`src/rtl/uart_rx_pkg.sv`:
```
// rtl/uart_rx_pkg.sv - shared types and constants for the uart_rx receiver.
package uart_rx_pkg;

  localparam int DATA_WIDTH = 8;
  localparam int PRESC_W    = 6;

  localparam logic EVEN = 1'b0;
  localparam logic ODD  = 1'b1;

  typedef enum logic [2:0] {
    IDLE,
    START,
    DATA,
    PARITY,
    STOP
  } state_t;

endpackage

```
`src/rtl/uart_rx_sampler.sv`:
```
// rtl/uart_rx_sampler.sv - edge/bit counters and mid-bit sampling; UART_RX_MAJORITY_EN selects 2-of-3 voting.
module uart_rx_sampler
  import uart_rx_pkg::*;
(
  input  logic               clk,
  input  logic               rst_n,
  input  logic               i_start,
  input  logic               i_active,
  input  logic               i_rx,
  input  logic [PRESC_W-1:0] i_prescale,
  output logic               o_sampled_bit,
  output logic               o_decide,
  output logic               o_bit_done,
  output logic [3:0]         o_bit_cnt
);

  localparam logic [PRESC_W-1:0] ONE = PRESC_W'(1);
  localparam logic [PRESC_W-1:0] TWO = PRESC_W'(2);

  logic [PRESC_W-1:0] r_edge_cnt;
  logic [3:0]         r_bit_cnt;
  logic [PRESC_W-1:0] w_half;

  assign w_half     = i_prescale >> 1;
  assign o_bit_done = i_active && (r_edge_cnt == i_prescale - ONE);
  assign o_decide   = i_active && (r_edge_cnt == w_half + TWO);
  assign o_bit_cnt  = r_bit_cnt;

  always_ff @(posedge clk or negedge rst_n) begin
    if (!rst_n) begin
      r_edge_cnt <= '0;
      r_bit_cnt  <= '0;
    end else if (i_start) begin
      r_edge_cnt <= '0;
      r_bit_cnt  <= '0;
    end else if (i_active) begin
      if (o_bit_done) begin
        r_edge_cnt <= '0;
        r_bit_cnt  <= r_bit_cnt + 4'd1;
      end else begin
        r_edge_cnt <= r_edge_cnt + ONE;
      end
    end
  end

`ifdef UART_RX_MAJORITY_EN
  logic [2:0] r_samp;

  always_ff @(posedge clk or negedge rst_n) begin
    if (!rst_n) begin
      r_samp <= 3'b111;
    end else if (i_active) begin
      if (r_edge_cnt == w_half - ONE) r_samp[0] <= i_rx;
      if (r_edge_cnt == w_half)       r_samp[1] <= i_rx;
      if (r_edge_cnt == w_half + ONE) r_samp[2] <= i_rx;
    end
  end

  assign o_sampled_bit = (r_samp[0] & r_samp[1]) | (r_samp[0] & r_samp[2]) |
                         (r_samp[1] & r_samp[2]);
`else
  logic r_samp_mid;

  // Single mid-bit sample; decision still waits for edge Prescale/2+2.
  always_ff @(posedge clk or negedge rst_n) begin
    if (!rst_n) begin
      r_samp_mid <= 1'b1;
    end else if (i_active && (r_edge_cnt == w_half)) begin
      r_samp_mid <= i_rx;
    end
  end

  assign o_sampled_bit = r_samp_mid;
`endif

endmodule

```
`src/rtl/uart_rx.sv`:
```
// rtl/uart_rx.sv - UART receiver top: frame FSM, deserialiser, parity/stop checks (UART_RX_MAJORITY_EN in sampler).
module uart_rx #(
  parameter int DATA_WIDTH = uart_rx_pkg::DATA_WIDTH,
  parameter int PRESC_W    = uart_rx_pkg::PRESC_W
) (
  input  logic                  CLK,
  input  logic                  RST,
  input  logic                  RX_IN,
  input  logic                  PAR_TYP,
  input  logic                  PAR_EN,
  input  logic [PRESC_W-1:0]    Prescale,
  output logic [DATA_WIDTH-1:0] P_DATA,
  output logic                  data_valid,
  output logic                  Parity_Error,
  output logic                  Stop_Error
);
  import uart_rx_pkg::*;

  state_t                r_state, w_next;
  logic [PRESC_W-1:0]    r_presc;
  logic                  r_par_en, r_par_typ;
  logic [DATA_WIDTH-1:0] r_p_data;
  logic                  r_par_err, r_stop_err, r_data_valid;
  logic                  w_start, w_bit, w_decide, w_bit_done, w_par_exp;
  logic [3:0]            w_bit_cnt;

  assign w_start   = (r_state == IDLE) && !RX_IN;
  assign w_par_exp = (r_par_typ == ODD) ? ~^r_p_data : ^r_p_data;

  uart_rx_sampler u_sampler (
    .clk           (CLK),
    .rst_n         (RST),
    .i_start       (w_start),
    .i_active      (r_state != IDLE),
    .i_rx          (RX_IN),
    .i_prescale    (r_presc),
    .o_sampled_bit (w_bit),
    .o_decide      (w_decide),
    .o_bit_done    (w_bit_done),
    .o_bit_cnt     (w_bit_cnt)
  );

  always_ff @(posedge CLK or negedge RST) begin
    if (!RST) r_state <= IDLE;
    else      r_state <= w_next;
  end

  always_comb begin
    w_next = r_state;
    case (r_state)
      IDLE:   if (!RX_IN) w_next = START;
      START: begin
        if (w_decide && w_bit) w_next = IDLE;
        else if (w_bit_done)   w_next = DATA;
      end
      DATA:   if (w_bit_done && w_bit_cnt == 4'(DATA_WIDTH)) w_next = r_par_en ? PARITY : STOP;
      PARITY: if (w_bit_done) w_next = STOP;
      STOP:   if (w_decide) w_next = IDLE;
      default: w_next = IDLE;
    endcase
  end

  // Frame configuration is frozen at start detection and flags restart clean.
  always_ff @(posedge CLK or negedge RST) begin
    if (!RST) begin
      r_presc      <= '0;
      r_par_en     <= 1'b0;
      r_par_typ    <= 1'b0;
      r_p_data     <= '0;
      r_par_err    <= 1'b0;
      r_stop_err   <= 1'b0;
      r_data_valid <= 1'b0;
    end else begin
      r_data_valid <= 1'b0;
      if (w_start) begin
        r_presc    <= Prescale;
        r_par_en   <= PAR_EN;
        r_par_typ  <= PAR_TYP;
        r_par_err  <= 1'b0;
        r_stop_err <= 1'b0;
      end
      if (r_state == DATA && w_decide) r_p_data <= {w_bit, r_p_data[DATA_WIDTH-1:1]};
      if (r_state == PARITY && w_decide && (w_bit != w_par_exp)) r_par_err <= 1'b1;
      if (r_state == STOP && w_decide) begin
        r_stop_err   <= !w_bit;
        r_data_valid <= w_bit && !r_par_err;
      end
    end
  end

  assign P_DATA       = r_p_data;
  assign data_valid   = r_data_valid;
  assign Parity_Error = r_par_err;
  assign Stop_Error   = r_stop_err;

endmodule

```
`config.mk`:
```
export PLATFORM = sky130hd
export DESIGN_NAME = uart_rx
export DESIGN_NICKNAME = d
export VERILOG_FILES = /design/src/rtl/uart_rx_pkg.sv /design/src/rtl/uart_rx_sampler.sv /design/src/rtl/uart_rx.sv
export SDC_FILE = /design/constraint.sdc
export NUM_CORES = 1
export LEC_CHECK = 0
export ABC_AREA = 1
export CORE_ASPECT_RATIO = 0.9
export CORE_MARGIN = 2
export CORE_UTILIZATION = 40
export CTS_CLUSTER_SIZE = 10
export DETAILED_ROUTE_END_ITERATION = 7
export GPL_TIMING_DRIVEN = 0
export SETUP_SLACK_MARGIN = 0.05
export SYNTH_ARGS = -nofsm -noshare
export SYNTH_HDL_FRONTEND = slang
export SYNTH_HIERARCHICAL = 1
export SYNTH_SLANG_ARGS = --single-unit
```
`constraint.sdc`:
```
create_clock -name CLK -period 4.7 [get_ports CLK]
set_input_delay 0.705 -clock CLK [delete_from_list [all_inputs] [get_ports CLK]]
set_output_delay 0.705 -clock CLK [all_outputs]
set_load 0.05 [all_outputs]
```
==> summary.txt <==
Status
  • Status: completed

Timing
  • Fmax: 397 MHz
  • Final Hold Viols: 0
  • Crit path time final: 2.52 ns
  • Worst slew pin tran: 0.751 ns
  • Final setup fails: 0
  • Setup Skew: 0.00840 ns
  • Post-route clock period utilization: 0.536
  • Slew HR: 0.499
  • Setup TNS: 0 ns
  • WHS: 0.480 ns
  • RSZ-0062 raised after global routing: false
  • Fin. max-slew vios: 0

Synthesis
  • Seq/Total Area, Yosys: 0.382
  • Mapped Area: 2160 um^2
  • Ys Warns: 6
  • Unique masters post-synth: 31
  • Syn avg cell area: 7.49 um^2
  • Mapped Nets: 306
  • Main synth FF type: dfrtp_1
  • Post-synthesis register bit count: 33
  • Syn Inst Count: 289
  • Synth async-reset ratio: 1.00
  • EDFF count, synth: 0

Power
  • Power per cell area: 641 nW/um^2
  • Pleak: 1.31 nW
  • Peak supply drop: 288 uV

Placement
  • Post-place instance area: 2450 um^2
  • Placer Congestion: 0.824
  • PortBufs: 21
  • Placed Cells incl. Taps: 377
  • DP Wirelength: 3310 um

Global routing
  • Initial antenna violation count: 0
  • Congestion Overflow GR: 0
  • Vias in the first global route: 1825
  • Total GRT Usage: 0.176
  • Pin count of the biggest net entering global routing: 34
  • First-pass GRT wire length: 8130 um

Floorplan
  • FP Rows: 25
  • Chip width: 81.5 um
  • Starting Density: 0.414
  • Core area: 5220 um^2
  • IO Count: 22
  • Height of the chip: 73.8 um
  • Die area: 6010 um^2

Worst setup path
  • Critical Path Fanout Max: 8
  • Max stage delay on crit path: 0.57 ns
  • Req. time, crit path: 4.93 ns
  • Critical path data arrival time: 2.75 ns
  • CP startpoint kind: flop
  • Element type at the critical path end: flop
  • Worst path slowest cell: nor3b_1
  • WS Path Type: flop to flop
  • Worst path cell trace: inv_1, ha_1, o21ai_0, a21oi_1, nand4_1, nor3b_1, nand2_1, inv_1, o21ai_1, nand2_1, nand3_1, nand3b_1, nand2_1
  • Cell family with most CP delay: simple AND/OR/NAND/NOR gates
  • Bufs and invs on worst path: 2
  • Most Frequent Cell on Critical Path: nand2_1

Routing
  • DRT Pass-1 Iters: 4
  • Initial DRC count: 104
  • Total Wirelength: 4390 um
  • WL/cell: 11.4 um
  • Drc violations: 0
  • Via Count: 1820
  • Post-DR vias/cell: 4.73
  • Antenna-violating nets left: 0

Cells and area
  • Antenna cells: 0
  • Layout area overhead: 17.5%
  • Fin util: 0.487
  • Multi-input gate area: 1170 um^2
  • Fill cells: 519
  • Design Area, Final: 2540 um^2
  • Register area: 827 um^2
  • Fin cells: 385
  • Ratio of cells with drive above 1 in the final layout: 0.113
  • Post-layout nets: 334

Job
  • Max-cap violation count: 0

Clock network
  • CTS tree: built
  • Clock latency on the worst-skew pair: 0.29 ns
  • H-tree levels: 2
  • CTS Buffer Depth: 2
  • Post-CTS sizing: 0
  • Clock transition at path regs: 0.07 ns
  • Setup Buffers After CTS: 0
  • Clock sink count: 33
  • CTS Root Cell: clkbuf_8
  • Total CTS buffers: 5
  • CTS hold repair buffers: 0

Min path
  • Min-Delay Path Class: input port to async pin
-- metrics by stage --
step / total power [mW] / setup WS, ns
after floorplan: 1.21 / 2.52
final: 1.63 / 2.18
after global placement: 1.40 / 2.15
after global routing: 1.81 / 1.86
after detailed placement: 1.42 / 2.17
after CTS: 1.65 / 2.14
-- power by group --
group | internal, mW | switching [mW] | total, mW
Clock | 0.119 | 0.104 | 0.223
Sequential | 0.385 | 0.131 | 0.516
Combinational | 0.338 | 0.553 | 0.891
-- Yosys cell counts (4+ instances only) --
cell | instances | area share
nand4_1 | 5 | 0.014
nand2_4 | 4 | 0.021
nand3_1 | 21 | 0.049
dfrtp_1 | 32 | 0.37
ha_1 | 6 | 0.035
inv_1 | 32 | 0.056
o21ai_0 | 4 | 0.0093
nor2_1 | 22 | 0.038
xnor2_1 | 5 | 0.020
o21ai_2 | 6 | 0.024
a21oi_1 | 7 | 0.016
inv_2 | 4 | 0.0069
xor2_1 | 13 | 0.053
nand2_1 | 102 | 0.18
-- state kept, by name (all words and copies together) (netlist names), 3 cells and up --
| name | count |
|---|---|
| P_DATA | 8 |
| r_presc | 6 |
| r_state | 3 |
| u_sampler/o_bit_cnt | 4 |
| u_sampler/r_edge_cnt | 6 |
-- cell usage in the layout (no fill, tap or decap), drive strengths merged, types with 3 or more instances in the layout --
| cell | netlist | layout |
|---|---|---|
| nand3b | 3 | 3 |
| xor2 | 13 | 13 |
| nor2 | 27 | 27 |
| nand3 | 22 | 22 |
| nor3 | 4 | 4 |
| a21oi | 9 | 9 |
| o21ai | 12 | 12 |
| nand4 | 5 | 5 |
| inv | 37 | 37 |
| ha | 6 | 6 |
| nand2 | 107 | 107 |
| clkdlybuf4s50 | 0 | 20 |
| xnor2 | 5 | 5 |
| dfrtp | 32 | 32 |
| clkbuf | 1 | 9 |
| buf | 2 | 3 |
-- routing by layer --
layer	wire, um	up-vias	global-route usage
li1	-	962	-
met1	2220	824	0.240
met2	1940	27	0.274
met3	176	7	0.0418
met4	57	0	0.0565
met5	0	-	0
-- path summary, 6_finish.rpt --
| path | start | end | slack (ns) | cells past startpoint |
|---|---|---|---|---|
| worst max-delay path | r_presc[3] | r_state[0] | 2.18 | 13 |
| worst min-delay path | RST | r_state[0] | 0.48 | 1 |
| worst max register to register | r_presc[3] | r_state[0] | 2.18 | 13 |
| worst min register to register | Parity_Error | data_valid | 0.48 | 1 |
| max in group asynchronous | RST | r_presc[4] | 3.74 | 1 |
| min in group CLK | Parity_Error | data_valid | 0.48 | 1 |
-- logic make-up after synthesis --
logic type,synth area share
DFF,0.382
buffers and inverters,0.0781
xor gates and xnor gates,0.0729
AOI/OAI and AO/OA,0.0659
and+or+nand+nor,0.366
adders and majority gates,0.0347
-- final cells by class --
| class | count | area share |
|---|---|---|
| Multi-Input combinational cell | 216 | 0.459 |
| Sequential cell | 33 | 0.325 |
| Inverter | 37 | 0.0556 |
| Timing Repair Buffer | 21 | 0.0807 |
| Tap cell | 67 | 0.0330 |
| Clock buffer | 8 | 0.0354 |
| Buffer | 3 | 0.0108 |
(Power assumes the default switching activity.)
